<file path="src/rtl/unsigned_divider.sv">
// unsigned_divider: radix-2 restoring unsigned divider, one quotient bit per clock.
//   Ports: clk, rstn (async active-low), start, dividend[WIDTH], divisor[WIDTH] in;
//          busy (RUN state), done (one-cycle pulse), quotient[WIDTH], remainder[WIDTH] out.
//   Macro DIV_BY_ZERO_BYPASS_EN: when defined, divisor=0 skips RUN and completes the next cycle.
module unsigned_divider #(
  parameter int WIDTH = 32
) (
  input  logic             clk,
  input  logic             rstn,
  input  logic             start,
  input  logic [WIDTH-1:0] dividend,
  input  logic [WIDTH-1:0] divisor,
  output logic             busy,
  output logic             done,
  output logic [WIDTH-1:0] quotient,
  output logic [WIDTH-1:0] remainder
);
  localparam int CW = $clog2(WIDTH + 1);
  localparam logic [1:0] IDLE = 2'd0;
  localparam logic [1:0] RUN  = 2'd1;
  localparam logic [1:0] DONE = 2'd2;
  logic [1:0]       state_q, state_d;
  logic [CW-1:0]    cnt_q, cnt_d;
  logic [WIDTH-1:0] rem_q, rem_d;
  logic [WIDTH-1:0] dvd_q, dvd_d;
  logic [WIDTH-1:0] dsr_q, dsr_d;
  logic [WIDTH-1:0] quo_q, quo_d;
  logic [WIDTH-1:0] rout_q, rout_d;
  logic [WIDTH:0]   shifted;
  logic             ge;
  logic [WIDTH-1:0] rem_nx;
  // dvd_q doubles as the quotient accumulator: dividend bits leave at the top
  // while quotient bits enter at the bottom.
  always_comb begin
    shifted = {rem_q, dvd_q[WIDTH-1]};
    ge      = shifted >= {1'b0, dsr_q};
    rem_nx  = ge ? shifted[WIDTH-1:0] - dsr_q : shifted[WIDTH-1:0];
    state_d = state_q;
    cnt_d   = cnt_q;
    rem_d   = rem_q;
    dvd_d   = dvd_q;
    dsr_d   = dsr_q;
    quo_d   = quo_q;
    rout_d  = rout_q;
    case (state_q)
      IDLE: if (start) begin
        dvd_d   = dividend;
        dsr_d   = divisor;
        rem_d   = '0;
        cnt_d   = CW'(WIDTH);
        state_d = RUN;
`ifdef DIV_BY_ZERO_BYPASS_EN
        if (divisor == '0) begin
          state_d = DONE;
          quo_d   = '1;
          rout_d  = dividend;
        end
`else
`endif
      end
      RUN: begin
        dvd_d = {dvd_q[WIDTH-2:0], ge};
        rem_d = rem_nx;
        cnt_d = cnt_q - CW'(1);
        if (cnt_q == CW'(1)) begin
          state_d = DONE;
          quo_d   = {dvd_q[WIDTH-2:0], ge};
          rout_d  = rem_nx;
        end
      end
      DONE:    state_d = IDLE;
      default: state_d = IDLE;
    endcase
  end
  always_ff @(posedge clk or negedge rstn)
    if (!rstn) begin
      state_q <= IDLE;
      cnt_q   <= '0;
      rem_q   <= '0;
      dvd_q   <= '0;
      dsr_q   <= '0;
      quo_q   <= '0;
      rout_q  <= '0;
    end else begin
      state_q <= state_d;
      cnt_q   <= cnt_d;
      rem_q   <= rem_d;
      dvd_q   <= dvd_d;
      dsr_q   <= dsr_d;
      quo_q   <= quo_d;
      rout_q  <= rout_d;
    end
  assign busy      = state_q == RUN;
  assign done      = state_q == DONE;
  assign quotient  = quo_q;
  assign remainder = rout_q;
endmodule

</file>
<file path="config.mk">
export PLATFORM = sky130hd
export DESIGN_NAME = unsigned_divider
export DESIGN_NICKNAME = d
export VERILOG_FILES = /design/src/rtl/unsigned_divider.sv
export SDC_FILE = /design/constraint.sdc
export NUM_CORES = 1
export LEC_CHECK = 0
export BUFFER_PORTS_ARGS = -buffer_cell sky130_fd_sc_hd__buf_2
export CAP_MARGIN = 20
export CORE_MARGIN = 2
export CORE_UTILIZATION = 38
export DETAILED_ROUTE_END_ITERATION = 8
export PLACE_DENSITY = 0.68
export SYNTH_ARGS = -nofsm -noshare
export SYNTH_HDL_FRONTEND = slang
export SYNTH_SLANG_ARGS = --single-unit
</file>
<file path="constraint.sdc">
create_clock -name clk -period 8.2 [get_ports clk]
set_input_delay 1.64 -clock clk [delete_from_list [all_inputs] [get_ports clk]]
set_output_delay 1.64 -clock clk [all_outputs]
set_load 0.02 [all_outputs]
</file>
Word-level counts from Yosys, hierarchy flattened
Cells that the tools add are included.
Widths: inputs -> output; s select.
{"block": "totals", "word_cells": 31, "register_bits": 168, "output_inout_bits": 66, "input_bits": 67}
{"block": "classes", "mux": 10, "magnitude_cmp": 1, "eq_ne": 5, "n_reduce_logical": 6, "n_addsub": 2}
{"op": "$pmux 32 s2", "count": 2}
{"op": "$mux 32", "count": 3}
{"op": "$ge 33x32->1", "count": 1}
{"op": "$sub 32x32->32", "count": 1}
{"op": "$pmux 6 s2", "count": 1}
{"op": "$reduce_and 2->1", "count": 4}
{"op": "$eq 6x1->1 const B", "count": 1}
{"op": "$mux 6", "count": 1}
{"op": "$sub 6x1->6 const B", "count": 1}
{"op": "$mux 2", "count": 2}
{"op": "$pmux 2 s2", "count": 1}
{"op": "$eq 2x1->1 const B", "count": 1}
{"op": "$eq 2x2->1 const B", "count": 1}
{"op": "$logic_not 2->1", "count": 1}
{"op": "$ne 2x1->1 const B", "count": 1}
{"op": "$ne 2x2->1 const B", "count": 1}
{"op": "$reduce_bool 2->1", "count": 1}

Logic depth before layout (Yosys ltp)
Gate-level depths: netlist of the first run.
{"block": "logic_depth", "word_depth": 3, "mapped_depth": 14, "ltp_nobuf": 13}

Least setup slack after synthesis of the first run
Ideal clock, no wire load.
{"block": "synth_timing", "kind": "register to register", "from": "register dvd_q[31]", "to": "register rem_q[30]", "arrival_time_ns": 2.999, "setup_slack_ns": 5.068, "path_stages_with_launch": 14, "required_time_ns": 8.067, "period_less_slack_ns": 3.132, "setup_time_ns": 0.133, "cell_sequence": "dfrtp_1 > inv_1 > ha_1 > inv_1 > fa_1 > a211oi_2 > o21ai_1 > a211o_2 > a2111oi_4 > o21ai_2 > a221o_1 > a21oi_2 > xor2_1 > o211ai_1"}
{"block": "synth_between", "elab_chain_len": 3}
{"element": "start: declaration", "line_no": "25", "text": "logic [WIDTH-1:0] dvd_q, dvd_d;"}
{"element": "start signal: assignment", "line_no": "88", "text": "dvd_q <= dvd_d;"}
{"element": "$sub 32x32->32 or $ge 33x32->1 (tied branches)", "line_no": "37, 36"}
{"element": "$mux 32 *", "line_no": "37", "text": "rem_nx = ge ? shifted[WIDTH-1:0] - dsr_q : shifted[WIDTH-1:0];"}
{"element": "$pmux 32 s2 *", "line_no": "45", "text": "case (state_q)"}
{"element": "end signal: assignment", "line_no": "87", "text": "rem_q <= rem_d;"}
{"element": "end: declaration", "line_no": "24", "text": "logic [WIDTH-1:0] rem_q, rem_d;"}
Every way passes the cells marked *; elsewhere a longest branch is shown, timed or not.
A chain may end at the register's enable or synchronous reset.

Worst setup path in the final report of the first run
{"block": "layout_timing", "from": "register rem_q[4]", "to": "register rout_q[27] (netlist: remainder[27])"}
{"block": "layout_between", "elab_chain_len": 2}
{"element": "$sub 32x32->32 or $ge 33x32->1 (tied branches)", "line_no": "37, 36"}
{"element": "$mux 32 *", "line_no": "37"}
{"element": "end signal: assignment", "line_no": "91", "text": "rout_q <= rout_d;"}
{"element": "end: declaration", "line_no": "28", "text": "logic [WIDTH-1:0] rout_q, rout_d;"}
Marked as above.

==> metrics.yaml, run 1 <==
cts_tree: "done"
synth_top_family_by_area: "simple AND/OR/NAND/NOR gates"
static-leakage-power_nw: 4.949
wire_per_inst_um: 15.41
syn_nets: 1066
slew_headroom: 0.3049
numCtsBuffers: 17
clock_latency_ps: 430
yosys_warnings: 0
drive_above_1_share: 0.1741
rsz0062_at_grt: "false"
drt-pass1-iter-count: 4
cts.repair.resized: 0
io_buffers: 132
cts_root_buf: "clkbuf_16"
drt-total-wl_um: 20980
io_pins: 133
worst_pin_slew_ps: 1043
start_util: 0.3883
ir_drop_uv: 238.6
post_cts_buffers: 0
final_antenna_net_count: 0
cellPowerDensity_nw_per_um2: 525.6
critPathCaptureType: "register"
die_area_um2: 23510
syn_to_final_growth_pct: 17.66
grt_pass1_wl_um: 35140
core_um2: 21820
path_class: "register to register"
drt_iter0_drc: 478
status: "finished, final reports clean"
synth-simple-area-share: 0.1829
antenna_found_initial: 1
fin_crit_sh: 0.4558
synthAdderAreaFrac: 0.05256
synthMuxAreaShare: 0.01447
via_per_inst: 5.132
die_w_um: 153.3
p_sw_frac: 0.4643
syn_area_um2: 8474
timing.hold.ws_ps: 466.8
rows: 54
path_clk_slew_ps: 70
synth_cell_types: 55
worstHoldPathType: "register to register"
arrival_ps: 4060
via_count: 6984
htree_levels: 4
cap_viol_max_count: 0
max_freq_mhz: 267.6
finalHoldViolCount: 0
grt_max_degree: 100
synth_compound_area_frac: 0.1828
num-nets-final: 1169
worstSetupStartpointType: "register"
netlist_instances: 964
fin_setup_tns_ps: 0
clkPwrFrac: 0.156
sequentialPowerShare: 0.279
grt_pass1_vias: 6939
ctsHoldBuffers: 0
gp_congestion: 0.8838
ys_seq_area_frac: 0.4961
intPower_w: 0.002808
grt.total_usage: 0.1824
required_ps: 8520
synth-edff-count: 0
yosys.area_share.xor_xnor: 0.02584
switching_power_w: 0.002433
synthFlopType: "dfrtp_1"
drc: 0
clock_sinks: 168
cts_max_path_buffers: 2
ys_seq_elements: 168
avgSynthCellArea_um2: 8.791
setup_viol: 0
finalCriticalPeriod_ps: 3737
critPathMaxFanout: 34
grt_overflow_total: 0
slew_violations: 0
finClkSkew_ps: 9.524
fp.dieH_um: 153.3
combPwrFrac: 0.564
hpwl_um: 14120
nFillCells: 2166
synthArstFlopShare: 1.000
==> final cells by class <==
| type | count | area [µm²] | share of cell area |
|---|---|---|---|
| diodes | 1 | 2.502 | 0.0002510 |
| multi-input cells | 696 | 3905 | 0.3916 |
| repair buffers | 140 | 747.0 | 0.07492 |
| inverters | 44 | 165.2 | 0.01656 |
| well taps | 280 | 350.3 | 0.03514 |
| clock buffers | 17 | 425.4 | 0.04267 |
| clock inverters | 15 | 171.4 | 0.01719 |
| flip-flops and latches | 168 | 4204 | 0.4216 |
==> power groups by stage <==
stage	combinational [W]	sequential (W)	clock (W)
3_3_place_gp	0.00289	0.00147	0
4_1_cts	0.00297	0.00147	0.000841
5_1_grt	0.00334	0.00152	0.000870
3_5_place_dp	0.00295	0.00148	0
6_report	0.00296	0.00146	0.000819
2_1_floorplan	0.00209	0.00158	0
==> worst max-delay path, stage by stage, from the launching register on <==
cell and delay, ps:
dfrtp_1 400, ha_1 370, nand2_1 100, o21ai_0 260
o21ai_1 190, a41oi_1 430, a31oi_1 210, o21ai_4 530
buf_4 460, mux2_2 400, mux2_2 270
==> path summary, 6_finish.rpt <==
check | from | slack [ps] | endpoint | depth (start not counted)
max | rem_q[4] | 4460 | remainder[27] | 10
min | quotient[28] | 470 | quotient[28] | 2
max reg2reg | rem_q[4] | 4460 | remainder[27] | 10
min reg2reg | quotient[28] | 470 | quotient[28] | 2
max in group asynchronous | rstn | 5420 | rem_q[3] | 2
min in group asynchronous | rstn | 1280 | dvd_q[8] | 1
==> cell families after synthesis <==
kind of cell,after synthesis
AND/OR/NAND/NOR,369
adder cells (fa/ha/maj),35
multiplexers,12
XOR/XNOR,25
AO/OA/AOI/OAI,255
flip-flops,168
buffers and inverters,100
==> cell usage after synthesis, types with 7 or more instances <==
| master | number | share of area |
|---|---|---|
| a31oi_1 | 7 | 0.0052 |
| nor2_1 | 21 | 0.0093 |
| a22oi_1 | 31 | 0.027 |
| a21oi_1 | 29 | 0.017 |
| nor3_1 | 9 | 0.0053 |
| ha_1 | 34 | 0.050 |
| dfrtp_1 | 168 | 0.50 |
| a21o_1 | 15 | 0.013 |
| xnor2_1 | 19 | 0.020 |
| nand3_1 | 39 | 0.023 |
| mux2i_1 | 10 | 0.012 |
| inv_1 | 43 | 0.019 |
| o21ai_0 | 130 | 0.077 |
| nand2_1 | 265 | 0.12 |
| clkbuf_1 | 45 | 0.020 |
| nand4_1 | 7 | 0.0052 |
==> stage by stage <==
step	utilization	cell area (µm²)	total power [W]	setup slack (ps)	cells
floorplan	-	8474	0.003669	5068	964
global placement	0.4282	9344	0.004365	4622	1327
detailed placement	0.4294	9371	0.004428	4483	1328
CTS	0.4568	9968	0.005280	4466	1360
global route	0.4568	9968	0.005731	4209	1360
finish	0.4569	9971	0.005241	4463	1361
==> metal layers <==
layer  part of all wire  GRT usage
met1               0.47     0.2485
met2               0.45     0.2840
met3              0.061    0.05103
met4              0.015    0.05548
met5                  0          0
==> state kept, by name (all words and copies together), names as in the netlist <==
register and count:
dsr_q 32, state_q 2, dvd_q 32, quotient 32
remainder 32, rem_q 32, cnt_q 6
==> placed cells by master (no fill, tap or decap), types with 15 or more instances in the layout <==
| cell type | instances |
|---|---|
| ha_1 | 34 |
| dfrtp_1 | 168 |
| xnor2_1 | 19 |
| a21oi_1 | 29 |
| nand2_1 | 265 |
| clkbuf_16 | 17 |
| a21o_1 | 15 |
| nor2_1 | 20 |
| buf_2 | 131 |
| a22oi_1 | 31 |
| inv_1 | 43 |
| nand3_1 | 39 |
| o21ai_0 | 130 |
(Power assumes the default switching activity.)
==> inputs of run 2 (changes only) <==
- ABC_AREA: not set -> 1
- PLACE_DENSITY: 0.68 -> 0.7
- clock period: 8.2 -> 3.4 ns (I/O delays scaled with it)
==> run 2 against run 1 <==
Compared with the run above:
- final area grew 9.9%
- worst setup slack lost 3800 ps
- cell count grew 29%
- clock-buffer cell count is the same
- synthesized area grew 10%
- synthesized cell count grew 34%
- worst hold slack lost 220 ps
- non-clock buffer count grew 2
- routed wire length grew 17%
- flip-flop and latch count is the same
- critical path type unchanged
==> metrics.yaml, run 2 <==
synth_top_area_frac: 0.4503
start_util: 0.3850
slew_violations: 0
ys_seq_elements: 168
yosysMostFrequentCell: "nand2_1"
max_freq_mhz: 369.9
rows: 57
cap_viol_max_count: 0
clock_latency_ps: 440
io_pins: 133
wire_per_inst_um: 14.02
finalHoldViolCount: 0
io_buffers: 132
syn_nets: 1397
critPathMaxFanout: 41
arrival_ps: 3030
cts.repair.resized: 0
gp_congestion: 0.9020
grt.total_usage: 0.1981
drt-total-wl_um: 24520
drive_above_1_share: 0.1340
grt_overflow_total: 0
post_cts_buffers: 0
synth_top_area_cell: "dfrtp_1"
finClkSkew_ps: 12.71
cts_max_path_buffers: 2
worstPathCellList: "ha_1, nand2_1, inv_1, a21oi_1, a21oi_1, nor2_1, nand2_4, inv_4, nand2_1, nand3_1, nand2_1"
worstHoldPathType: "primary input to async pin"
num-nets-final: 1514
ctsHoldBuffers: 0
netlist_instances: 1295
path_class: "register to register"
die_w_um: 160.7
fin_setup_tns_ps: 0
place_area_um2: 10310
path_common_cell: "nand2_1"
via_count: 8295
grt_max_degree: 97
synthFlopType: "dfrtp_1"
critPathCaptureType: "register"
slowest_delay_ps: 410
fin_area_um2: 10960
required_ps: 3730
clock_sinks: 168
drc: 0
synth_cell_types: 36
layout_commonest_cell: "nand2_1"
crit_slowest_cell: "dfrtp_1"
syn_area_um2: 9336
die_area_um2: 25840
finalCriticalPeriod_ps: 2703
avgSynthCellArea_um2: 7.210
grt_pass1_vias: 8410
antenna_found_initial: 0
slew_headroom: 0.5117
wl_met2_um: 11230
mostFrequentLayoutCells: "558 x nand2_1, 175 x inv_1, 168 x dfrtp_1"
setup_viol: 0
synth-edff-count: 0
yosys_warnings: 0
worst_pin_slew_ps: 731.4
via_per_inst: 4.743
synth_area_leaders: "dfrtp_1 45%, nand2_1 22%, inv_1 7.1%"
drt_iter0_drc: 507
cts_tree: "done"
rsz0062_at_grt: "false"
routed.top_layer: "met4"
cts_root_buf: "clkbuf_16"
routed-wl-met3_um: 1678
core_um2: 24250
synthArstFlopShare: 1.000
nFillCells: 2524
htree_levels: 4
wl_met1_um: 11330
syn_to_final_growth_pct: 17.36
path_clk_slew_ps: 80
synthTopCellsByCount: "558 x nand2_1, 177 x inv_1, 168 x dfrtp_1, 81 x o21ai_0, 65 x nand3_1"
grt_pass1_wl_um: 41810
drt-pass1-iter-count: 5
stdcell_count: 1749
hpwl_um: 17640
num_antenna_cells: 0
placed_cells: 1717
ys_seq_area_frac: 0.4503
status: "finished, final reports clean"
final_antenna_net_count: 0
numCtsBuffers: 17
fp.dieH_um: 160.7
fin_crit_sh: 0.7951
worstSetupStartpointType: "register"
==> run 2: cell types whose count changed in the layout (fill, tap and decap cells not counted), sizes merged, moves of 6 or more <==
cell / delta
a21o: -16
a22oi: -6
a31oi: -7
inv: +134
mux2i: -8
nand2: +297
nand3: +27
nand3b: +6
nor2: +29
nor2b: -6
o21ai: -52
or2: +8
xnor2: -14
==> run 2: metrics by stage <==
step / hold slack, ps / setup slack (ps) / util
floorplan: 384.4 / 1416 / -
global placement: 452.2 / 734.3 / 0.4251
detailed placement: 457.6 / 680.0 / 0.4251
CTS: 283.2 / 660.8 / 0.4519
global route: 296.1 / 447.9 / 0.4519
finish: 244.0 / 696.7 / 0.4519
==> run 2: final cells by class <==
class                           instances  area (µm²)  share of cell area
Inverter                              181       681.9             0.06224
Sequential cell                       168        4204              0.3837
Clock inverter                         15       222.7             0.02033
Timing Repair Buffer                  142       779.5             0.07114
Multi-Input combinational cell        902        4238              0.3868
Tap cell                              324       405.4             0.03700
Clock buffer                           17       425.4             0.03883
==> run 2: final timing paths <==
path	from	end	slack [ps]	cells past startpoint
min reg2reg	quotient[1]	quotient[1]	470	2
min	rstn	dsr_q[11]	240	1
min in group clk	divisor[0]	dsr_q[0]	430	3
max	rem_q[23]	remainder[29]	700	11
max in group asynchronous	rstn	cnt_q[2]	2380	2
max reg2reg	rem_q[23]	remainder[29]	700	11
==> run 2: cell families after synthesis <==
logic type / share of synthesized area
simple gates: 0.3039
compound gates: 0.08644
flops: 0.4503
mux: 0.002144
xor+xnor: 0.01313
fa+ha+maj: 0.04771
buf+inv: 0.09636
==> run 2: critical path: cells and delay by family, from the launching register on <==
family / cells / cell delay (ps)
AND/OR/NAND/NOR: 6 / 950
adder cells (fa/ha/maj): 1 / 370
buffers and inverters: 2 / 430
flip-flops: 1 / 410
AO/OA/AOI/OAI: 2 / 400
==> run 2: layer usage <==
| metal | GRT usage | up-vias |
|---|---|---|
| li1 | - | 4238 |
| met3 | 0.05424 | 20 |
| met2 | 0.3301 | 199 |
| met4 | 0.03815 | 0 |
| met1 | 0.2615 | 3838 |
| met5 | 0 | - |
Power of run 2 is left out: the tool's default activity adds up to more than one toggle a clock period on the data nets, which glitch-free logic cannot reach.
==> inputs of run 3 (changes only) <==
- ABC_AREA: 1 -> 0
- clock period: 3.4 -> 2.25 ns (I/O delays scaled with it)
==> run 3 against run 2 <==
Compared with the run above:
- the run now ends with setup timing left
- cell count shrank 13%
- non-clock buffer count is 151 higher
- worst hold slack worse by 29 ps
==> metrics.yaml, run 3 (synthesized netlist as in run 1, its figures left out) <==
core_um2: 21820
clock_latency_ps: 430
hpwl_um: 15570
io_buffers: 132
die_area_um2: 23510
numCtsBuffers: 17
worstHoldPathType: "primary input to register"
stdcell_count: 1513
drive_above_1_share: 0.3341
critPathCaptureType: "register"
timing.hold.ws_ps: 214.9
via_count: 7706
grt_overflow_total: 0
violations: "setup timing"
grt_pass1_vias: 8023
drc: 0
cts_root_buf: "clkbuf_16"
rsz0062_at_grt: "true"
critPathMaxFanout: 2
cap_viol_max_count: 0
rows: 54
finalCriticalPeriod_ps: 3074
layout_commonest_cell: "nand2_1"
fp.dieH_um: 153.3
antenna_found_initial: 1
cts_max_path_buffers: 2
arrival_ps: 3370
status: "finished with violations"
num-nets-final: 1322
reg2reg_slack_ps: -820
finalHoldViolCount: 0
syn_to_final_growth_pct: 39.01
io_pins: 133
required_ps: 2540
grt_max_degree: 99
worst_pin_slew_ps: 982.0
placed_cells: 1459
wire_per_inst_um: 15.60
start_util: 0.3883
grt_pass1_wl_um: 39610
place_area_um2: 10550
num_antenna_cells: 0
htree_levels: 4
slew_violations: 0
finalWorstSetupSlack_ps: -823.6
die_w_um: 153.3
path_clk_slew_ps: 70
cts_tree: "done"
worstSetupStartpointType: "register"
finClkSkew_ps: 12.11
slew_headroom: 0.3453
utilization: 0.5398
max_freq_mhz: 325.4
via_per_inst: 5.093
fin_crit_sh: 1.366
grt.total_usage: 0.2046
mostFrequentLayoutCells: "251 x nand2_1, 168 x dfrtp_1, 141 x buf_4"
drt-total-wl_um: 23600
drt-pass1-iter-count: 5
fin_area_um2: 11780
drt_iter0_drc: 407
path_class: "register to register"
clock_sinks: 168
final_antenna_net_count: 0
setup_viol: 66
gp_congestion: 0.8655
run 3: cell count changes in the layout (fill, tap and decap cells not counted), sizes merged, moves of 7 or more:
cell | previous run | this run
a21o | 1 | 17
a31oi | 0 | 7
buf | 142 | 291
inv | 188 | 51
mux2i | 2 | 10
nand2 | 562 | 265
nand3 | 66 | 39
nor2 | 50 | 21
o21ai | 84 | 136
or2 | 8 | 0
xnor2 | 5 | 19
run 3: final timing paths:
| path | cells after the start | endpoint | from |
|---|---|---|---|
| max | 14 | rem_q[20] | dvd_q[31] |
| min | 3 | dsr_q[28] | divisor[28] |
| max reg2reg | 14 | rem_q[20] | dvd_q[31] |
| min reg2reg | 2 | quotient[27] | quotient[27] |
| max in group asynchronous | 3 | dsr_q[7] | rstn |
| min in group asynchronous | 2 | dvd_q[8] | rstn |
run 3: area by class of cell:
| type | instances | area [µm²] |
|---|---|---|
| clock buffer | 18 | 429.2 |
| clock inverter | 14 | 133.9 |
| fill | 1923 | 10040 |
| inverter | 44 | 165.2 |
| multi-input combinational | 696 | 4423 |
| sequential | 168 | 4204 |
| tap | 280 | 350.3 |
| timing repair buffer | 293 | 2074 |
run 3: timing repair:
item	CTS	global route
pin swaps	26	21
buffers inserted	20	4
hold endpoints to repair	40	0
endpoints found under the setup margin	67	66
resized for setup	114	13
gates cloned	2	0
hold buffers	1	0
run 3: per-layer routing:
| layer | vias to the layer above | part of all wire | track usage |
|---|---|---|---|
| met3 | 32 | 0.067 | 0.06124 |
| met2 | 189 | 0.47 | 0.3335 |
| met4 | 2 | 0.016 | 0.05417 |
| li1 | 3811 | - | - |
| met1 | 3672 | 0.45 | 0.2669 |
| met5 | - | 0.00051 | 0 |
run 3: metrics by stage:
step                setup TNS, ps  worst slack [ps]
floorplan                  -17460            -740.3
global placement           -29050            -800.0
detailed placement         -32540            -884.1
CTS                        -34500            -803.2
global route               -42570            -987.0
finish                     -34080            -823.6
run 3: worst max-delay path, stage by stage (launching register included):
cell      delay (ps)
dfrtp_1          390
inv_2             80
ha_4             130
inv_2             40
fa_2             380
a211oi_2         220
o21ai_1          100
a211o_2          350
buf_6            140
a211oi_4         280
nor2_1            90
o41ai_2          320
xnor2_1          130
mux2i_1          190
o21ai_1           90
Power of run 3 is left out for the same reason.
